$ cat src/rtl/ym3438_mix_accum_if.sv
// Slot/frame bus of the YM3438 mix accumulator: per-slot MOL/MOR samples in,
// registered frame sums and status out.
interface ym3438_mix_accum_if #(
    parameter int OUT_W = 16
) ();
    logic             sample_en;
    logic             frame_start;
    logic [8:0]       MOL;
    logic [8:0]       MOR;
    logic [OUT_W-1:0] out_l;
    logic [OUT_W-1:0] out_r;
    logic             out_valid;
    logic             sync_err;
    logic             locked;

    modport master (
        output sample_en, frame_start, MOL, MOR,
        input  out_l, out_r, out_valid, sync_err, locked
    );

    modport slave (
        input  sample_en, frame_start, MOL, MOR,
        output out_l, out_r, out_valid, sync_err, locked
    );
endinterface

$ cat src/rtl/ym3438_mix_accum.sv
// YM3438 output mixer: sums SLOTS offset-binary MOL/MOR slot values per frame
// into signed left/right samples. Locks on the first frame_start, free-runs on
// the slot count afterwards and resynchronises on an early frame_start.
module ym3438_mix_accum #(
    parameter int SLOTS = 24,
    parameter int OUT_W = 16
) (
    input  logic                MCLK,
    input  logic                reset,
    ym3438_mix_accum_if.slave   bus
);
    localparam int CNT_W = (SLOTS > 1) ? $clog2(SLOTS) : 1;
    localparam logic [CNT_W-1:0] LAST_SLOT = CNT_W'(SLOTS - 1);

    // Offset binary to signed: flipping the MSB subtracts 256.
    function automatic logic signed [8:0] to_signed9(input logic [8:0] v);
        return {~v[8], v[7:0]};
    endfunction

    // Sign-extend a converted slot value to accumulator width.
    function automatic logic signed [14:0] sext15(input logic signed [8:0] v);
        return {{6{v[8]}}, v};
    endfunction

    logic signed [14:0]  acc_l_r;
    logic signed [14:0]  acc_r_r;
    logic [CNT_W-1:0]    cnt_r;
    logic                locked_r;
    logic [OUT_W-1:0]    out_l_r;
    logic [OUT_W-1:0]    out_r_r;
    logic                out_valid_r;
    logic                sync_err_r;

    logic signed [14:0]  slot_l_s;
    logic signed [14:0]  slot_r_s;
    logic signed [14:0]  sum_l_s;
    logic signed [14:0]  sum_r_s;
    logic                early_sync_s;

    // Slot conversion, running sums and early-frame_start detection.
    always_comb begin
        slot_l_s     = sext15(to_signed9(bus.MOL));
        slot_r_s     = sext15(to_signed9(bus.MOR));
        sum_l_s      = acc_l_r + slot_l_s;
        sum_r_s      = acc_r_r + slot_r_s;
        early_sync_s = 1'b0;
        if (bus.frame_start && (cnt_r != {CNT_W{1'b0}})) begin
            early_sync_s = 1'b1;
        end else begin
            early_sync_s = 1'b0;
        end
    end

    // Frame accumulation, lock tracking and registered frame outputs.
    always_ff @(posedge MCLK or posedge reset) begin
        if (reset) begin
            acc_l_r     <= 15'sd0;
            acc_r_r     <= 15'sd0;
            cnt_r       <= {CNT_W{1'b0}};
            locked_r    <= 1'b0;
            out_l_r     <= {OUT_W{1'b0}};
            out_r_r     <= {OUT_W{1'b0}};
            out_valid_r <= 1'b0;
            sync_err_r  <= 1'b0;
        end else begin
            out_valid_r <= 1'b0;
            sync_err_r  <= 1'b0;
            if (bus.sample_en) begin
                if (!locked_r) begin
                    if (bus.frame_start) begin
                        // First frame_start: this slot becomes slot 0.
                        acc_l_r  <= slot_l_s;
                        acc_r_r  <= slot_r_s;
                        cnt_r    <= CNT_W'(1);
                        locked_r <= 1'b1;
                    end else begin
                        // Not yet locked: slot carries no frame position.
                        cnt_r <= cnt_r;
                    end
                end else if (early_sync_s) begin
                    // Early frame_start: drop the partial frame, restart here.
                    acc_l_r    <= slot_l_s;
                    acc_r_r    <= slot_r_s;
                    cnt_r      <= CNT_W'(1);
                    sync_err_r <= 1'b1;
                end else if (cnt_r == LAST_SLOT) begin
                    // Final slot: publish the full frame and start afresh.
                    out_l_r     <= OUT_W'(sum_l_s);
                    out_r_r     <= OUT_W'(sum_r_s);
                    out_valid_r <= 1'b1;
                    acc_l_r     <= 15'sd0;
                    acc_r_r     <= 15'sd0;
                    cnt_r       <= {CNT_W{1'b0}};
                end else begin
                    acc_l_r <= sum_l_s;
                    acc_r_r <= sum_r_s;
                    cnt_r   <= cnt_r + CNT_W'(1);
                end
            end else begin
                cnt_r <= cnt_r;
            end
        end
    end

    assign bus.out_l     = out_l_r;
    assign bus.out_r     = out_r_r;
    assign bus.out_valid = out_valid_r;
    assign bus.sync_err  = sync_err_r;
    assign bus.locked    = locked_r;
endmodule

$ cat src/flat_wrapper.sv
// flat-port wrapper written by rule: the top's interface ports become plain ports
module ym3438_mix_accum_flat 
#(
    parameter int SLOTS = 24,
    parameter int OUT_W = 16
)
  (MCLK, reset, bus_sample_en, bus_frame_start, bus_MOL, bus_MOR, bus_out_l, bus_out_r, bus_out_valid, bus_sync_err, bus_locked);
  ym3438_mix_accum_if #(.OUT_W(OUT_W)) bus_i ();
  input  logic MCLK;
  input  logic reset;
  input wire logic [$bits(bus_i.sample_en)-1:0] bus_sample_en;
  input wire logic [$bits(bus_i.frame_start)-1:0] bus_frame_start;
  input wire logic [$bits(bus_i.MOL)-1:0] bus_MOL;
  input wire logic [$bits(bus_i.MOR)-1:0] bus_MOR;
  output wire logic [$bits(bus_i.out_l)-1:0] bus_out_l;
  output wire logic [$bits(bus_i.out_r)-1:0] bus_out_r;
  output wire logic [$bits(bus_i.out_valid)-1:0] bus_out_valid;
  output wire logic [$bits(bus_i.sync_err)-1:0] bus_sync_err;
  output wire logic [$bits(bus_i.locked)-1:0] bus_locked;
  assign bus_i.sample_en = bus_sample_en;
  assign bus_i.frame_start = bus_frame_start;
  assign bus_i.MOL = bus_MOL;
  assign bus_i.MOR = bus_MOR;
  assign bus_out_l = bus_i.out_l;
  assign bus_out_r = bus_i.out_r;
  assign bus_out_valid = bus_i.out_valid;
  assign bus_sync_err = bus_i.sync_err;
  assign bus_locked = bus_i.locked;
  ym3438_mix_accum #(.SLOTS(SLOTS), .OUT_W(OUT_W)) u_core (.MCLK(MCLK), .reset(reset), .bus(bus_i));
endmodule
$ cat config.mk
export PLATFORM = sky130hd
export DESIGN_NAME = ym3438_mix_accum_flat
export DESIGN_NICKNAME = d
export VERILOG_FILES = /design/src/rtl/ym3438_mix_accum_if.sv /design/src/rtl/ym3438_mix_accum.sv /design/src/flat_wrapper.sv
export SDC_FILE = /design/constraint.sdc
export NUM_CORES = 1
export LEC_CHECK = 0
export ABC_CLOCK_PERIOD_IN_PS = 3260
export BUFFER_PORTS_ARGS = -buffer_cell sky130_fd_sc_hd__buf_2
export CAP_MARGIN = 10
export CORE_ASPECT_RATIO = 0.6
export CORE_UTILIZATION = 30
export DETAILED_ROUTE_END_ITERATION = 10
export HOLD_SLACK_MARGIN = 0.03
export PLACE_DENSITY_LB_ADDON = 0.08
export SYNTH_ARGS = -nofsm -noshare
export SYNTH_HDL_FRONTEND = slang
export SYNTH_SLANG_ARGS = --single-unit
$ cat constraint.sdc
create_clock -name MCLK -period 3.26 [get_ports MCLK]
set_input_delay 0.978 -clock MCLK [delete_from_list [all_inputs] [get_ports MCLK]]
set_output_delay 0.978 -clock MCLK [all_outputs]
set_load 0.02 [all_outputs]
---- Yosys cells after proc, flatten, opt, wreduce, memory -nomap -nowiden ----
Index checks and enable logic that the tools add are counted.
cells by class
  add/subtract/negate cells ............... 3
  equal/unequal tests ..................... 1
  bitwise gates (word level) .............. 3
  muxes and demuxes ....................... 22
  reduce and logical (&&, ||, !) cells .... 5
operators by type and width
  kind                                         number
  two-way mux 15 bit                           8
  adder 15 x 9 -> 15 bit                       2
  two-way mux 5 bit                            4
  two-way mux 1 bit                            10
  adder 5 x 1 -> 5 bit, second input constant  1
  equality test 5 bit, second input constant   1
  nonzero test 5 bit                           1
  AND reduction 4 bit                          1
  NOT 1 bit                                    3
  AND reduction 2 bit                          1
  nonzero test 2 bit                           1
  logical AND 1 bit                            1
word-level totals
  output and inout port bits .............. 35
  register bits ........................... 68

---- Longest topological paths before layout ----
Gate-level depths: netlist (run 1).
  depth after elaboration ................. 6
  gate-level depth with buffers ........... 10
  gate-level depth less buffers ........... 8

---- Worst setup path before layout (run 1) ----
Ideal clock, no wire load.
  path kind ............................... in2reg
  start point ............................. input port bus_MOR[0]
  end point ............................... register u_core.acc_r_r[10]
  data required time ...................... 3.134 ns
  slack ................................... 0.330 ns
  arrival time ............................ 2.804 ns
  cell stages on the path ................. 8
  path through ............................ ha_1 > fa_1 > a211oi_1 > nor2_1 > a41oi_1 > o21ai_0 > xor2_1 > a221o_1
on the way
  cells in the longest elaborated chain, start to end .. 4
ends and longest elaborated chain
  what                    line                    text
  start: declaration      flat_wrapper.sv:14      input wire logic [$bits(bus_i.MOR)-1:0] bus_MOR;
  adder 15 x 9 -> 15 bit  ym3438_mix_accum.sv:45  sum_r_s = acc_r_r + slot_r_s;
  two-way mux 15 bit      ym3438_mix_accum.sv:86  end else if (cnt_r == LAST_SLOT) begin
  two-way mux 15 bit      ym3438_mix_accum.sv:80  end else if (early_sync_s) begin
  two-way mux 15 bit      ym3438_mix_accum.sv:69  if (!locked_r) begin
  end signal: assignment  ym3438_mix_accum.sv:73  acc_r_r <= slot_r_s;
  end signal: assignment  ym3438_mix_accum.sv:83  acc_r_r <= slot_r_s;
  end signal: assignment  ym3438_mix_accum.sv:96  acc_r_r <= sum_r_s;
  end: declaration        ym3438_mix_accum.sv:26  logic signed [14:0] acc_r_r;
Every way passes these cells.
A chain may end at the register's enable or synchronous reset.

---- Worst setup path after layout (run 1) ----
  start point ............................. input port bus_MOL[0]
  end point ............................... register u_core.acc_l_r[12]
on the way
  cells in the longest elaborated chain, start to end .. 4
ends and longest elaborated chain
  what                    line                    text
  start: declaration      flat_wrapper.sv:13      input wire logic [$bits(bus_i.MOL)-1:0] bus_MOL;
  adder 15 x 9 -> 15 bit  ym3438_mix_accum.sv:44  sum_l_s = acc_l_r + slot_l_s;
  two-way mux 15 bit      ym3438_mix_accum.sv:86
  two-way mux 15 bit      ym3438_mix_accum.sv:80
  two-way mux 15 bit      ym3438_mix_accum.sv:69
  end signal: assignment  ym3438_mix_accum.sv:72  acc_l_r <= slot_l_s;
  end signal: assignment  ym3438_mix_accum.sv:82  acc_l_r <= slot_l_s;
  end signal: assignment  ym3438_mix_accum.sv:95  acc_l_r <= sum_l_s;
  end: declaration        ym3438_mix_accum.sv:25  logic signed [14:0] acc_l_r;
Every way passes these cells.

==> results of run 1 <==
==> area by class of cell <==
class	count	area (um^2)	area share (%)
Multi-Input combinational cell	345	2340	47.1
Sequential cell	68	1700	34.2
Timing Repair Buffer	70	398	8.01
Clock buffer	12	246	4.96
Tap cell	192	240	4.83
Inverter	12	45.0	0.906
==> report_power, final <==
part | switching [W] | total [W] | internal (W) | leakage (nW)
sequential | 0.000154 | 0.00120 | 0.00105 | 0.883
combinational | 0.00118 | 0.00204 | 0.000869 | 1.42
clock | 0.000341 | 0.000860 | 0.000519 | 0.120
total | 0.00167 | 0.00411 | 0.00244 | 2.42
==> worst max-delay path by stage <==
stage / start / end / cells after the start
6_report: bus_MOL[0] / u_core.acc_l_r[12]$_DFFE_PP0P_ / 9
5_1_grt: bus_MOL[0] / u_core.acc_l_r[12]$_DFFE_PP0P_ / 9
4_1_cts: bus_MOL[0] / u_core.acc_l_r[12]$_DFFE_PP0P_ / 9
3_5_place_dp: bus_MOR[0] / u_core.acc_r_r[12]$_DFFE_PP0P_ / 9
3_3_place_gp: bus_MOR[0] / u_core.acc_r_r[12]$_DFFE_PP0P_ / 9
2_1_floorplan: bus_MOR[0] / u_core.acc_r_r[10]$_DFFE_PP0P_ / 8
==> layout by cell type (no fill, tap or decap), drive strengths merged, types with 2 or more instances in the layout <==
cell type and count:
a211oi 4, a21o 6, a21oi 36, a221o 9, a221oi 7, and3 4, buf 70, clkbuf 12
dfrtp 68, fa 2, ha 30, inv 12, mux2 14, mux2i 3, nand2 66, nand2b 4
nand3 20, nand4 5, nor2 30, nor3 5, nor4 3, o211ai 5, o21ai 40, o21bai 4
o22ai 2, o31ai 2, xnor2 13, xor2 14
==> synthesized netlist by cell type, types with 11 or more instances <==
library cell	number
inv_1	11
nor2_1	30
nand3_1	20
xnor2_1	13
dfrtp_1	68
clkbuf_1	17
ha_1	30
a21oi_1	36
mux2_2	14
xor2_1	14
o21ai_0	39
nand2_1	63
==> through the flow <==
stage | utilization, % | total power (W)
6_report | 36.4 | 0.00411
5_1_grt | 36.4 | 0.00449
4_1_cts | 36.4 | 0.00415
3_5_place_dp | 34.6 | 0.00324
3_3_place_gp | 34.6 | 0.00323
2_1_floorplan | - | 0.00275
==> registers in the layout, indices dropped and copies added, names as in the netlist <==
signal                count
u_core.bus.locked         1
u_core.acc_l_r           15
u_core.cnt_r              5
u_core.bus.out_r         15
u_core.bus.sync_err       1
u_core.bus.out_valid      1
u_core.acc_r_r           15
u_core.bus.out_l         15
==> worst min-delay path, delay by kind of cell (launching register included) <==
family          cells  cell delay (ns)
compound gates      1             0.06
flops               1             0.33
simple gates        1             0.04
==> logic make-up after synthesis <==
kind of cell / synth area share, %
AOI/OAI and AO/OA: 18.5
xor gates and xnor gates: 6.14
adders and majority gates: 9.85
buffers and inverters: 4.27
DFF: 40.4
muxes: 4.45
and+or+nand+nor: 16.4
==> layer usage <==
metal / routed length [um] / GRT usage (%) / vias up
li1: - / - / 1731
met1: 5970 / 23.9 / 1625
met2: 4660 / 25.9 / 76
met3: 520 / 4.20 / 10
met4: 104 / 4.54 / 0
met5: 0 / 0 / -
==> metrics.md, run 1 <==
| Metric | Value |
|---|---|
| Worst reg2reg endpoint | u_core.acc_l_r[12]$_DFFE_PP0P_ |
| Clock sinks | 68 |
| Overflow after GRT | 0 |
| Post-DP HPWL | 7910 um |
| Design area | 4970 um^2 |
| Power Dens Cells | 827 nW/um^2 |
| Final WS setup | 0.399 ns |
| Distinct cells, synth | 54 |
| Final nets | 560 |
| Syn_nets | 505 |
| Via Count | 3442 |
| Synth Register Bits | 68 |
| Fin. max-slew vios | 0 |
| Largest stage delay, worst path | 0.41 ns |
| Crit path cell chain | buf_2 > ha_1 > fa_1 > a21o_1 > and4_1 > nor2_1 > o311ai_0 > mux2_2 > o21ai_0 |
| Hold slack | 0.468 ns |
| Cts bufs inserted | 9 |
| Initial antenna violation count | 0 |
| Final ANT Viol Nets | 0 |
| RSZ-0062 raised after global routing | no |
| Worst Skew | 0.00682 ns |
| CP bufs+invs | 1 |
| # Max-Cap Violations | 0 |
| DP Worst Slack | 0.0972 ns |
| Hold_sp | u_core.bus.out_r[4]$_DFFE_PP0P_ |
| CTS tree | built |
| WS Path Type | primary input to flip-flop |
| DIE HEIGHT | 93.8 um |
| Final non-filler cell total | 699 |
| Placed Area | 4720 um^2 |
| Final hold vios | 0 |
| CTS clk-pin slew, worst paths | 0.05 ns |
| Vias in the first global route | 3526 |
| FILL cells | 1438 |
| Tcrit/Tclk final | 87.8% |
| Area Overhead vs Synth | 17.9% |
| First-pass GRT wire length | 18800 um |
| Reg-to-reg slack, setup | 0.79 ns |
| CP top delay family | adder cells |
| Post-synth EDFFs | 0 |
| Hold Buf Count CTS | 0 |
| Die area | 14500 um^2 |
| Core Footprint | 13700 um^2 |
| Port bufs | 56 |
| Fmax | 349 MHz |
| Syn Area/Cell | 9.35 um^2 |
| Worst-Margin Slew | 0.561 ns |
| Async S/R FF share, synth | 100% |
| CP max FO | 3 |
| Clock tree buffer depth | 2 |
| Vias per std cell | 4.92 |
| Largest net degree at the start of global routing | 69 |
| Ys flop type | dfrtp_1 |
| Post-Syn Area | 4220 um^2 |
| Post-CTS setup buffer count | 0 |
| Synth warn | 0 |
| Placer's final routability congestion estimate | 0.854 |
| Layout cell share with drive strength beyond 1 | 20.7% |
| Dpl cells | 687 |
| Worst setup SP type | primary input |
| DR DRC count | 0 |
| CTS H-Tree Depth | 3 |
| Io pins | 57 |
| Leak pwr | 2.42 nW |
| Gate count after technology mapping | 451 |
| Routed WL per cell | 16.1 um |
| Final setup fails | 0 |
| Ranking of synthesized cells by area | dfrtp_1 40%, ha_1 8.9%, nand2_1 5.6% |
| Clk_lat worst skew | 0.33 ns |
| Outcome | complete, no violations |
| Reg2Reg Depth | 8 |
| Die width | 155 um |
| Routed WL | 11300 um |
| Fin Setup TNS | 0 ns |
| Std cell rows | 33 |
| WP data required | 3.51 ns |
| Initial DRC count | 143 |
| Root Driver | clkbuf_16 |
| Share of the synthesized area in the top cell type | 40.4% |
| Synth area leader | dfrtp_1 |
| Hold Path Sink | u_core.bus.out_r[4]$_DFFE_PP0P_ |
| Worst path slowest cell | fa_1 |
| Reg2Reg Launch Point | u_core.acc_l_r[0]$_DFFE_PP0P_ |
| Pre-antenna DRT Iters | 4 |
| N_diodes | 0 |
| WHS Path Cells | 2 |
| Peak VDD IR | 0.000255 V |
| Worst setup EP type | flip-flop |
| Max_slew headroom | 62.1% |
| Critical Path AT | 3.11 ns |
| Worst hold path class | flip-flop to flip-flop |
| Overall global routing resource usage | 17.0% |
| Initial core utilization | 30.9% |
| Sequential fraction of the synthesis area | 40.4% |
| Period minus WS final | 2.86 ns |
| Cts repair resizes | 0 |
Power figures use the tool's default switching activity.
==> run 2, diff against run 1 <==
--- a/config.mk
+++ b/config.mk
@@ -13,5 +13,5 @@
 export DETAILED_ROUTE_END_ITERATION = 10
 export HOLD_SLACK_MARGIN = 0.03
-export PLACE_DENSITY_LB_ADDON = 0.08
+export SKIP_LAST_GASP = 1
 export SYNTH_ARGS = -nofsm -noshare
 export SYNTH_HDL_FRONTEND = slang
==> constraint.sdc (replaced) <==
create_clock -name MCLK -period 3.26 [get_ports MCLK]
set_input_delay 0.489 -clock MCLK [delete_from_list [all_inputs] [get_ports MCLK]]
set_output_delay 0.489 -clock MCLK [all_outputs]
set_load 0.02 [all_outputs]
==> metrics.md, run 2 (synthesis gave the netlist of run 1 again) <==
| Metric | Value |
|---|---|
| Outcome | complete, no violations |
| Routed WL per cell | 16.1 um |
| Final non-filler cell total | 695 |
| DIE HEIGHT | 93.8 um |
| Worst hold path class | primary input to asynchronous set/reset pin |
| Leak pwr | 2.41 nW |
| RSZ-0062 raised after global routing | no |
| Tcrit/Tclk final | 79.7% |
| WP data required | 3.48 ns |
| Via Count | 3659 |
| N_diodes | 0 |
| Most common cell after layout, fill and taps aside | dfrtp_1 |
| Post-CTS setup buffer count | 0 |
| Pre-antenna DRT Iters | 5 |
| Initial antenna violation count | 0 |
| Std cell rows | 33 |
| CTS tree | built |
| Port bufs | 56 |
| Power Dens Cells | 849 nW/um^2 |
| Area Overhead vs Synth | 17.5% |
| WS Path Type | flip-flop to flip-flop |
| Hold slack | 0.226 ns |
| CTS H-Tree Depth | 3 |
| Initial DRC count | 319 |
| Initial core utilization | 30.9% |
| Io pins | 57 |
| Overall global routing resource usage | 16.6% |
| Layout cell share with drive strength beyond 1 | 19.9% |
| Worst Skew | 0.00504 ns |
| Reg-to-reg slack, setup | 0.66 ns |
| CP max FO | 3 |
| Commonest cells after routing, fill and taps aside | 68 x dfrtp_1, 63 x nand2_1, 56 x buf_2 |
| Worst-Margin Slew | 0.653 ns |
| Final ANT Viol Nets | 0 |
| Overflow after GRT | 0 |
| Worst setup EP type | flip-flop |
| Routed WL | 11200 um |
| Die area | 14500 um^2 |
| # Max-Cap Violations | 0 |
| Utilization after layout | 36.3% |
| Post-DP HPWL | 8010 um |
| First-pass GRT wire length | 18500 um |
| Clock tree buffer depth | 2 |
| Max_slew headroom | 56.1% |
| Vias in the first global route | 3508 |
| Clk_lat worst skew | 0.34 ns |
| Fmax | 385 MHz |
| Cts bufs inserted | 9 |
| Vias per std cell | 5.26 |
| CTS clk-pin slew, worst paths | 0.06 ns |
| DR DRC count | 0 |
| Critical Path AT | 2.82 ns |
| Clock sinks | 68 |
| Worst setup SP type | flip-flop |
| Fin. max-slew vios | 0 |
| Final hold vios | 0 |
| Die width | 155 um |
| Dpl cells | 680 |
| Reg2Reg Depth | 8 |
| Root Driver | clkbuf_16 |
| Hold Buf Count CTS | 0 |
| Peak VDD IR | 0.000245 V |
| Final setup fails | 0 |
| Final nets | 553 |
| Core Footprint | 13700 um^2 |
| Cts repair resizes | 0 |
| Largest net degree at the start of global routing | 69 |
| Period minus WS final | 2.60 ns |
| Fin Setup TNS | 0 ns |
| Placer's final routability congestion estimate | 0.904 |
run 2: critical path, stage by stage (launching register included):
cell      delay (ns)
dfrtp_1         0.37
ha_1            0.22
fa_1            0.44
a211oi_1        0.27
nor2_1          0.12
a41oi_1         0.36
o21ai_0         0.18
xor2_1          0.18
a221o_1         0.33
run 2: area by class of cell:
type                            count  area (um^2)
Multi-Input combinational cell    345         2340
Sequential cell                    68         1700
Clock buffer                       13          250
Tap cell                          192          240
Timing Repair Buffer               63          345
Clock inverter                      2         35.0
Inverter                           12         45.0
Fill cell                        1406         8710
run 2: metal layers:
layer / part of all wire, % / global-route usage, %
met1: 49 / 23.0
met2: 43 / 25.4
met3: 6.7 / 4.24
met4: 1.2 / 4.46
met5: 0 / 0
run 2: path summary, 6_finish.rpt:
path / to / start
min in group MCLK: u_core.acc_r_r[7]$_DFFE_PP0P_ / bus_MOR[7]
hold reg to reg: u_core.bus.out_r[0]$_DFFE_PP0P_ / u_core.bus.out_r[0]$_DFFE_PP0P_
max in group asynchronous: u_core.bus.out_l[14]$_DFFE_PP0P_ / reset
setup reg to reg: u_core.acc_r_r[10]$_DFFE_PP0P_ / u_core.acc_r_r[0]$_DFFE_PP0P_
hold / removal: u_core.bus.out_l[12]$_DFFE_PP0P_ / reset
setup / recovery: u_core.acc_r_r[10]$_DFFE_PP0P_ / u_core.acc_r_r[0]$_DFFE_PP0P_
run 2: stage by stage:
step	instance area (um^2)	total power [W]	worst slack, ns
2_1_floorplan	4220	0.00275	0.819
3_3_place_gp	4670	0.00313	0.527
3_5_place_dp	4670	0.00321	0.432
4_1_cts	4960	0.00421	0.656
5_1_grt	4960	0.00452	0.505
6_report	4960	0.00421	0.661
run 2: power by group:
| group | internal (W) | switching [W] |
|---|---|---|
| clock network | 0.000608 | 0.000357 |
| logic | 0.000837 | 0.00119 |
| registers | 0.00105 | 0.000159 |
| total | 0.00250 | 0.00171 |
==> run 3, diff against run 2 <==
ABC_CLOCK_PERIOD_IN_PS = 2600   (was 3260)
clock period = 2.6 ns   (was 3.26 ns; I/O delays follow)
==> metrics.md, run 3 (synthesis gave the netlist of run 1 again) <==
| Metric | Value |
|---|---|
| Io pins | 57 |
| Placed Area | 4740 um^2 |
| Power Dens Cells | 1050 nW/um^2 |
| Initial DRC count | 241 |
| Commonest cells after routing, fill and taps aside | 68 x dfrtp_1, 63 x nand2_1, 56 x buf_2 |
| CP max FO | 3 |
| Std cell rows | 33 |
| CTS tree | built |
| Pwr Total | 0.00529 W |
| Design area | 5030 um^2 |
| RSZ-0062 raised after global routing | no |
| Vias per std cell | 5.06 |
| Clock tree buffer depth | 2 |
| Overall global routing resource usage | 16.5% |
| Root Driver | clkbuf_16 |
| Final ANT Viol Nets | 0 |
| DR DRC count | 0 |
| N_diodes | 0 |
| Max_slew headroom | 48.5% |
| Die width | 155 um |
| Routed WL | 10800 um |
| Die area | 14500 um^2 |
| Core Footprint | 13700 um^2 |
| Layout cell share with drive strength beyond 1 | 21.9% |
| Pre-antenna DRT Iters | 5 |
| Largest net degree at the start of global routing | 41 |
| Leak pwr | 2.46 nW |
| Final setup fails | 0 |
| WP data required | 2.84 ns |
| Via Count | 3561 |
| Final nets | 562 |
| Area Overhead vs Synth | 19.4% |
| Placer's final routability congestion estimate | 0.871 |
| Worst-Margin Slew | 0.771 ns |
| Clock sinks | 68 |
| Utilization after layout | 36.8% |
| Peak VDD IR | 0.000291 V |
| Worst hold path class | primary input to asynchronous set/reset pin |
| Area of the multi-input gates | 2340 um^2 |
| Overflow after GRT | 0 |
| Cts bufs inserted | 9 |
| Routed WL per cell | 15.3 um |
| Critical Path AT | 2.67 ns |
| Initial core utilization | 30.9% |
| Port bufs | 56 |
| FILL cells | 1387 |
| CTS clk-pin slew, worst paths | 0.06 ns |
| Fmax | 412 MHz |
| Hold slack | 0.196 ns |
| WS Path Type | flip-flop to flip-flop |
| Hold Buf Count CTS | 0 |
| Sequential cell area | 1700 um^2 |
| CTS H-Tree Depth | 3 |
| Fin. max-slew vios | 0 |
| Worst setup SP type | flip-flop |
| Clk_lat worst skew | 0.34 ns |
| Vias in the first global route | 3486 |
| Post-DP HPWL | 8300 um |
| Initial antenna violation count | 0 |
| Most common cell after layout, fill and taps aside | dfrtp_1 |
| Final hold vios | 0 |
| Worst setup EP type | flip-flop |
| Tcrit/Tclk final | 93.3% |
| Worst Skew | 0.00814 ns |
| Final WS setup | 0.175 ns |
| DP Worst Slack | -0.00613 ns |
| # Max-Cap Violations | 0 |
| Period minus WS final | 2.42 ns |
| DIE HEIGHT | 93.8 um |
| First-pass GRT wire length | 18300 um |
| Outcome | complete, no violations |
## run 3: cell types whose count changed in the layout (fill, tap and decap cells not counted), sizes merged
cell	change
clkbuf	+1
buf	+9
bufinv	-1
## run 3: power breakdown
part           switching (W)  leakage, nW  internal (W)
Combinational        0.00151         1.43       0.00110
Clock               0.000441        0.145      0.000743
Sequential          0.000192        0.883       0.00132
Total                0.00214         2.46       0.00316
## run 3: path summary, 6_finish.rpt
path | startpoint | endpoint | slack, ns | cells past startpoint
min reg2reg | u_core.bus.out_l[0]$_DFFE_PP0P_ | u_core.bus.out_l[0]$_DFFE_PP0P_ | 0.47 | 2
max reg2reg | u_core.acc_l_r[0]$_DFFE_PP0P_ | u_core.acc_l_r[12]$_DFFE_PP0P_ | 0.18 | 8
max | u_core.acc_l_r[0]$_DFFE_PP0P_ | u_core.acc_l_r[12]$_DFFE_PP0P_ | 0.18 | 8
min in group MCLK | bus_MOL[7] | u_core.acc_l_r[7]$_DFFE_PP0P_ | 0.33 | 3
min | reset | u_core.acc_l_r[13]$_DFFE_PP0P_ | 0.20 | 2
max in group asynchronous | reset | u_core.bus.out_l[3]$_DFFE_PP0P_ | 1.68 | 3
## run 3: what timing repair did
action / 4_1_cts / 5_1_grt
gates resized for setup: 0 / 1
buffers inserted: 0 / 0
setup endpoints to repair: 0 / 1
## run 3: layout make-up
| class | count | share of cell area, % |
|---|---|---|
| tap | 192 | 4.77 |
| timing repair buffer | 72 | 8.20 |
| multi-input combinational | 345 | 46.6 |
| clock inverter | 1 | 0.0994 |
| sequential | 68 | 33.8 |
| inverter | 12 | 0.895 |
| clock buffer | 14 | 5.64 |
## run 3: worst max-delay path, stage by stage, from the launching register on
cell	delay, ns
dfrtp_1	0.38
ha_1	0.22
fa_1	0.40
a21o_1	0.21
and4_1	0.21
nor2_1	0.20
o311ai_0	0.22
mux2_2	0.32
o21ai_0	0.18
## run 3: per-stage QoR
step	std cells	TNS, ns
5_1_grt	704	0
3_5_place_dp	689	-0.00613
6_report	704	0
3_3_place_gp	689	0
2_1_floorplan	451	0
4_1_cts	704	0
## run 3: per-layer routing
metal	global-route usage (%)	up-vias	wire [um]
met5	0	-	0
met4	5.12	0	163
met3	4.43	15	566
met2	23.9	92	4430
met1	23.7	1719	5630
li1	-	1735	-
